## src/rtl/pe_array_ctrl.sv

```systemverilog
// pe_array_ctrl: sequencer for an SA_SIZE x SA_SIZE output-stationary systolic
// array. It clears the PE accumulators, steps the operand wavefront through
// K + 2N - 2 steps (stalling only while operands are needed but not valid),
// then presents the accumulators as results until the consumer takes them.
//
// Optional feature: define PE_CTRL_PERF_EN to add stall_cnt_o, a saturating
// 32-bit count of stall cycles in the current job.
module pe_array_ctrl #(
    parameter int SA_SIZE = 4,
    parameter int CNT_W   = 8
) (
    input  logic               clk,
    input  logic               rst,
    input  logic               start_i,
    input  logic [CNT_W-1:0]   mat_width_i,
    input  logic               in_valid_i,
    input  logic               result_ready_i,
    output logic               pe_clr_o,
    output logic               pe_hold_o,
    output logic [SA_SIZE-1:0] feed_en_o,
    output logic [CNT_W:0]     step_o,
    output logic               busy_o,
    output logic               result_valid_o,
`ifdef PE_CTRL_PERF_EN
    output logic [31:0]        stall_cnt_o,
`endif
    output logic               done_o
);

    typedef enum logic [1:0] {
        S_IDLE,
        S_CLEAR,
        S_FEED,
        S_DONE
    } state_e;

    // Two extra bits so that step, K + lane index and the last step value can
    // be compared without any risk of overflow.
    localparam int EXT_W = CNT_W + 2;

    state_e             state_q;
    logic [CNT_W-1:0]   k_q;
    logic [CNT_W:0]     step_q;
    logic               clr_q;
    logic               busy_q;
    logic               rv_q;

    logic [EXT_W-1:0]   step_ext;
    logic [EXT_W-1:0]   k_ext;
    logic [EXT_W-1:0]   last_step;
    logic [SA_SIZE-1:0] feed_en_d;
    logic               need;
    logic               stall;

    assign step_ext  = EXT_W'(step_q);
    assign k_ext     = EXT_W'(k_q);
    assign last_step = k_ext + EXT_W'(2 * SA_SIZE - 3);

    // Lane i carries operand t-i, which exists only while 0 <= t-i < K.
    always_comb begin
        // NOTE: every combinational output gets a default first so no path
        // through the block leaves it unassigned (which would infer a latch).
        feed_en_d = '0;
        for (int i = 0; i < SA_SIZE; i++) begin
            if (state_q == S_FEED &&
                step_ext >= EXT_W'(i) &&
                step_ext <  k_ext + EXT_W'(i)) begin
                feed_en_d[i] = 1'b1;
            end
        end
    end

    // Drain steps have no lane enabled, so they can never stall.
    assign need  = |feed_en_d;
    assign stall = need & ~in_valid_i;

    // Job sequencing: state, latched K, wavefront step and registered flags.
    always_ff @(posedge clk) begin
        // NOTE: sequential state uses non-blocking assignments only, so every
        // register samples the pre-edge values regardless of statement order.
        if (rst) begin
            state_q <= S_IDLE;
            k_q     <= '0;
            step_q  <= '0;
            clr_q   <= 1'b0;
            busy_q  <= 1'b0;
            rv_q    <= 1'b0;
        end else begin
            case (state_q)
                S_IDLE: begin
                    if (start_i) begin
                        k_q     <= mat_width_i;
                        step_q  <= '0;
                        clr_q   <= 1'b1;
                        busy_q  <= 1'b1;
                        state_q <= S_CLEAR;
                    end
                end
                S_CLEAR: begin
                    clr_q  <= 1'b0;
                    step_q <= '0;
                    if (k_q == '0) begin
                        rv_q    <= 1'b1;
                        state_q <= S_DONE;
                    end else begin
                        state_q <= S_FEED;
                    end
                end
                S_FEED: begin
                    if (!stall) begin
                        step_q <= step_q + (CNT_W + 1)'(1);
                        if (step_ext == last_step) begin
                            rv_q    <= 1'b1;
                            state_q <= S_DONE;
                        end
                    end
                end
                S_DONE: begin
                    if (result_ready_i) begin
                        rv_q    <= 1'b0;
                        busy_q  <= 1'b0;
                        state_q <= S_IDLE;
                    end
                end
                default: begin
                    state_q <= S_IDLE;
                end
            endcase
        end
    end

`ifdef PE_CTRL_PERF_EN
    logic [31:0] stall_cnt_q;

    // Saturating stall counter, restarted by each job's clear step.
    always_ff @(posedge clk) begin
        if (rst) begin
            stall_cnt_q <= '0;
        end else if (state_q == S_CLEAR) begin
            stall_cnt_q <= '0;
        end else if (stall && stall_cnt_q != '1) begin
            stall_cnt_q <= stall_cnt_q + 32'd1;
        end
    end

    assign stall_cnt_o = stall_cnt_q;
`endif

    assign feed_en_o      = feed_en_d;
    assign step_o         = step_q;
    assign pe_clr_o       = clr_q;
    assign busy_o         = busy_q;
    assign result_valid_o = rv_q;
    // PEs freeze outside a job and on stalls; they run during clear and feed.
    assign pe_hold_o      = (state_q == S_FEED) ? stall : (state_q != S_CLEAR);
    // Handshake pulse in the DONE cycle itself, so a start in that cycle is
    // still seen in DONE and is dropped.
    assign done_o         = rv_q & result_ready_i;

endmodule

```

## config.mk

```make
export PLATFORM = sky130hd
export DESIGN_NAME = pe_array_ctrl
export DESIGN_NICKNAME = d
export VERILOG_FILES = /design/src/rtl/pe_array_ctrl.sv
export SDC_FILE = /design/constraint.sdc
export NUM_CORES = 1
export LEC_CHECK = 0
export BUFFER_PORTS_ARGS = -buffer_cell sky130_fd_sc_hd__buf_2
export CELL_PAD_IN_SITES_DETAIL_PLACEMENT = 0
export CELL_PAD_IN_SITES_GLOBAL_PLACEMENT = 1
export CORE_MARGIN = 4
export CORE_UTILIZATION = 40
export DETAILED_ROUTE_END_ITERATION = 16
export PLACE_DENSITY = 0.77
export SLEW_MARGIN = 20
export SYNTH_ARGS = -nofsm -noshare
export SYNTH_HDL_FRONTEND = slang
export SYNTH_SLANG_ARGS = --single-unit
```

## constraint.sdc

```tcl
create_clock -name clk -period 2.9 [get_ports clk]
set_input_delay 0.29 -clock clk [delete_from_list [all_inputs] [get_ports clk]]
set_output_delay 0.29 -clock clk [all_outputs]
set_load 0.03 [all_outputs]
```

# Yosys cells after proc, flatten, opt, wreduce, memory -nomap -nowiden
# Index checks and enable logic that the tools add are counted.
# totals
regBits	22
in_bits	13
output_inout_bits	18
elab_cells	75
# classes
addsub	5
order_cmp	8
eq_ne	10
muxes	22
bitwise	3
n_reduce_logical	21
# ops
op	count
9-bit less-than comparator	3
9-bit case mux with 3 select lines	1
8-bit by 2-bit adder with 9-bit output, second input constant	2
9-bit by 1-bit greater-or-equal comparator with 1-bit output, second input constant	2
9-bit by 2-bit greater-or-equal comparator with 1-bit output, second input constant	2
9-bit two-way mux	2
1-bit two-way mux	11
8-bit by 1-bit adder with 9-bit output, second input constant	1
8-bit by 3-bit adder with 9-bit output, second input constant	1
9-bit by 1-bit adder with 9-bit output, second input constant	1
9-bit equality test	1
9-bit by 8-bit less-than comparator with 1-bit output	1
1-bit logical AND	8
8-bit zero test	1
2-bit two-way mux	4
2-bit != test, second input constant	4
2-bit case mux with 4 select lines	1
3-bit AND reduction	2
3-bit nonzero test	2
5-bit AND reduction	1
2-bit equality test, second input constant	2
2-bit by 1-bit != test with 1-bit output, second input constant	2
1-bit case mux with 2 select lines	2
2-bit AND reduction	2
8 further kinds	10

# Logic depth before layout (Yosys ltp)
# depth
word_depth	8
mapped_depth	14
depth_no_buf	13

# Least setup slack after synthesis
# Ideal clock, no wire load.
# synth_path
path_type	reg2out
startpoint	register k_q[1]
endpoint	output pe_hold_o
arrival_ns	2.899
t_required_ns	2.610
slack_ns	-0.289
stages_incl_launch_ff	13
cell_sequence	dfxtp_1 -> inv_1 -> ha_1 -> nor3_1 -> nand3_1 -> xnor2_1 -> ha_1 -> and4_1 -> a2111oi_0 -> o31a_1 -> o2bb2ai_1 -> o21a_1 -> o21bai_1
# synth_between
elab_chain_cells	7
elab_cells_between_ends	18
classes_between	3 x add/sub; 4 x order compare; 5 x mux; 1 x bitwise; 5 x reduce/logical
# synth_lines
item	line_no	text
start: declaration	42	logic [CNT_W-1:0] k_q;
start signal: assignment	92	k_q <= mat_width_i;
8-bit by 1-bit adder with 9-bit output or 8-bit by 2-bit adder with 9-bit output (tied branches)	67	step_ext < k_ext + EXT_W'(i)) begin
9-bit less-than comparator	67	
1-bit logical AND	66	step_ext >= EXT_W'(i) &&
1-bit two-way mux	65	if (state_q == S_FEED &&
4-bit OR reduction (*)	74	assign need = |feed_en_d;
1-bit AND (*)	75	assign stall = need & ~in_valid_i;
1-bit two-way mux (*)	155	assign pe_hold_o = (state_q == S_FEED) ? stall : (state_q != S_CLEAR);
end: declaration	19	output logic pe_hold_o,
# Every way passes the cells marked *; elsewhere a longest branch is shown, timed or not.

# Worst setup path after layout
# layout_path
startpoint	register k_q[3]
endpoint	output pe_hold_o
# The elaborated chain is that of the path after synthesis.

==> results.md <==
- Largest net degree at the start of global routing: 24
- Vias in the first global route: 2556
- Average wire per standard cell: 16.29 um
- CTS tree: yes
- Max_slew headroom: 0.6317
- Most common cell after layout, fill and taps aside: buf_4
- Cell taking the most area after synthesis: ha_1
- Hold Crit Depth: 3
- Area growth from synthesis to layout: 40.89%
- Worst vdd ir: around 0.42 mV
- Post-DP HPWL: ~6300 um
- Post-synth top area share: 0.2209
- Mapped Avg Cell Area: 7.794 sq um
- Status: finished with violations
- # hold bufs at CTS: 0
- First-pass GRT wire length: 12680 um
- Diodes inserted: 0
- H-tree levels: 1
- Worst-Margin Slew: between 0.5 and 0.6 ns
- Slew Viols, Final: 0
- Worst Path Class, Setup: reg2out
- Layout cell share with drive strength beyond 1: 0.3333
- WP data required: ~2.6 ns
- CTS Sinks: 22
- Asr flop ratio synth: 0
- Nets@finish: approximately 470
- Final setup vio count: 11
- Arrival time at the worst endpoint: between 2 and 3 ns
- Area of placed instances: 3187 sq um
- Hold Violations, Final: 0
- Vias: roughly 2.7k
- Syn. warnings: 0
- Synthesized cell area: around 2500 sq um
- Residual DRC: 0
- Number of port buffers: 30
- Area contributors post-synth: ha_1 (22%), dfxtp_1 (17%), xnor2_1 (7.6%)
- Num rows: 28
- DIE WIDTH: a little under 90 um
- CP startpoint kind: flop
- Setup TNS: -0.5893 ns
- Post-synth cell types: 58
- Worst hold path type: in2reg
- Lkg Pwr: approximately 0.0017 uW
- Clk_skew: roughly 0.0060 ns
- Initial drt markers: about 190
- Pwr/cell area: approximately 510 nW/um^2
- DR pass1 iterations: 4
- Final Instance Area: 3591 sq um
- FILL cells: 556
- CP max FO: 5
- Mapped Cells: between 300 and 400
- Die area: 7713 sq um
- Critical Path End Type: output pin
- Sequential-to-total area share from yosys stat: 0.1728
- WL final: between 7000 and 8000 um
- End-of-flow core utilization: 0.5925
- Num CTS Buffers: 3
- Clock buffer depth: 2
- Detail Route Antenna Nets: 0
- RSZ-0062 raised after global routing: true
- Max cap viols: 0
- Initial Utilization: 0.4205
- Final Critical Period: 3.133 ns
- Die Height: a little under 90 um
- Main synth FF type: dfxtp_1
- Grt ovf: 0
- Placer Congestion: ~0.95
- # IOs: 31
- Clk slew on worst S/H paths: 0.08 ns
- Peak Freq: 0.3192 GHz
- Worst skew pair latency: ~0.27 ns
- Tcrit/Tclk final: 1.080
- Final Power: 1814 uW
- Vias per cell: 5.503
- Setup ws final: -0.2332 ns
- Flops & latches, synth: 22
- Most frequent cells in the layout: buf_4 (60), ha_1 (41), nand2_1 (40), nor2_1 (30), buf_2 (27)
- Core Box Area: 6061 sq um
- Place WS: -0.2146 ns
- Violated checks: negative setup slack
- R2r worst-path depth: 15
- Syn nets: ~390
- Post-synth EDFFs: 0
- Initial antenna violation count: 0
- Tot GR Track Use: 0.2088
- Clk root buf: clkbuf_8
[routing by layer]
layer  global-route usage  vias to the layer above  wire length (um)
met4              0.06416                        0               240
met2               0.3493                       73              3725
met5                    0                        -                 0
li1                     -                     1355                 -
met3              0.02728                       16               447
met1               0.2783                     1247              3553
[flip-flops by register name (all words and copies together), names as in the netlist]
name            count
step_o              9
k_q                 8
state_q             2
busy_o              1
pe_clr_o            1
result_valid_o      1
[cell families after synthesis]
kind of cell | Yosys count | share of synthesized area
simple gates | 131 | 0.2592
compound gates | 65 | 0.1792
fa+ha+maj | 45 | 0.2209
buf+inv | 32 | 0.05351
xor+xnor | 25 | 0.08591
flops | 22 | 0.1728
mux | 7 | 0.02847
[cell usage after synthesis (all sizes together) (2+ instances only)]
cell,instances
o21ai,6
and3,4
and4,4
or3,3
inv,19
nor2,32
nand2,41
o31ai,2
or4,2
a31o,2
clkbuf,4
nor4,2
nand3,5
a41o,2
nand2b,6
ha,45
buf,8
nor3,6
a31oi,3
and2,4
nor2b,2
a21o,6
o32ai,2
xor2,3
nand4,11
mux2,2
dfxtp,22
xnor2,22
mux2i,5
o31a,3
o41ai,2
a2111oi,3
a21oi,26
nor4b,2
[power by group]
group          switching, uW  internal, uW
combinational            627           492
sequential              47.9           355
clock                    108           184
total                    783          1030
[final cells by class]
| cell class | instances | area [sq um] | share of cell area |
|---|---|---|---|
| multi-input combinational | 273 | 2206 | 0.6143 |
| inverter | 20 | 77.57 | 0.02160 |
| clock inverter | 1 | 30.03 | 0.008362 |
| clock buffer | 3 | 41.29 | 0.01150 |
| sequential | 22 | 457.9 | 0.1275 |
| timing repair buffer | 95 | 684.4 | 0.1906 |
| tap | 75 | 93.84 | 0.02613 |
[metrics by stage]
| step | hold slack, ns | instances |
|---|---|---|
| 6_report | 0.2467 | 489 |
| 5_1_grt | 0.2375 | 489 |
| 4_1_cts | 0.2491 | 485 |
| 3_5_place_dp | 0.4795 | 475 |
| 3_3_place_gp | 0.4744 | 475 |
| 2_1_floorplan | 0.4185 | 327 |
[path summary, 6_finish.rpt]
path / startpoint / endpoint / slack (ns)
max: k_q[3]$_SDFFE_PP0P_ / pe_hold_o / -0.23
min: mat_width_i[5] / k_q[5]$_SDFFE_PP0P_ / 0.25
max reg2reg: k_q[1]$_SDFFE_PP0P_ / result_valid_o$_SDFFE_PP0P_ / -0.08
min reg2reg: pe_clr_o$_SDFFE_PP0P_ / pe_clr_o$_SDFFE_PP0P_ / 0.49
[worst max-delay path, stage by stage, from the launching register on]
cell	delay (ns)
dfxtp_4	0.38
buf_6	0.10
nand4_1	0.19
nor2_2	0.19
xnor2_1	0.14
ha_1	0.29
a21o_1	0.22
a2111oi_4	0.29
o31a_1	0.22
o2bb2ai_2	0.13
o21a_1	0.15
o21bai_4	0.13
buf_6	0.15
[repair_timing]
item,CTS,global route
endpoints found under the setup margin,14,16
pin swaps,13,7
hold endpoints to repair,0,0
setup buffers,6,5
resized for setup,34,23
(Power assumes the default switching activity.)
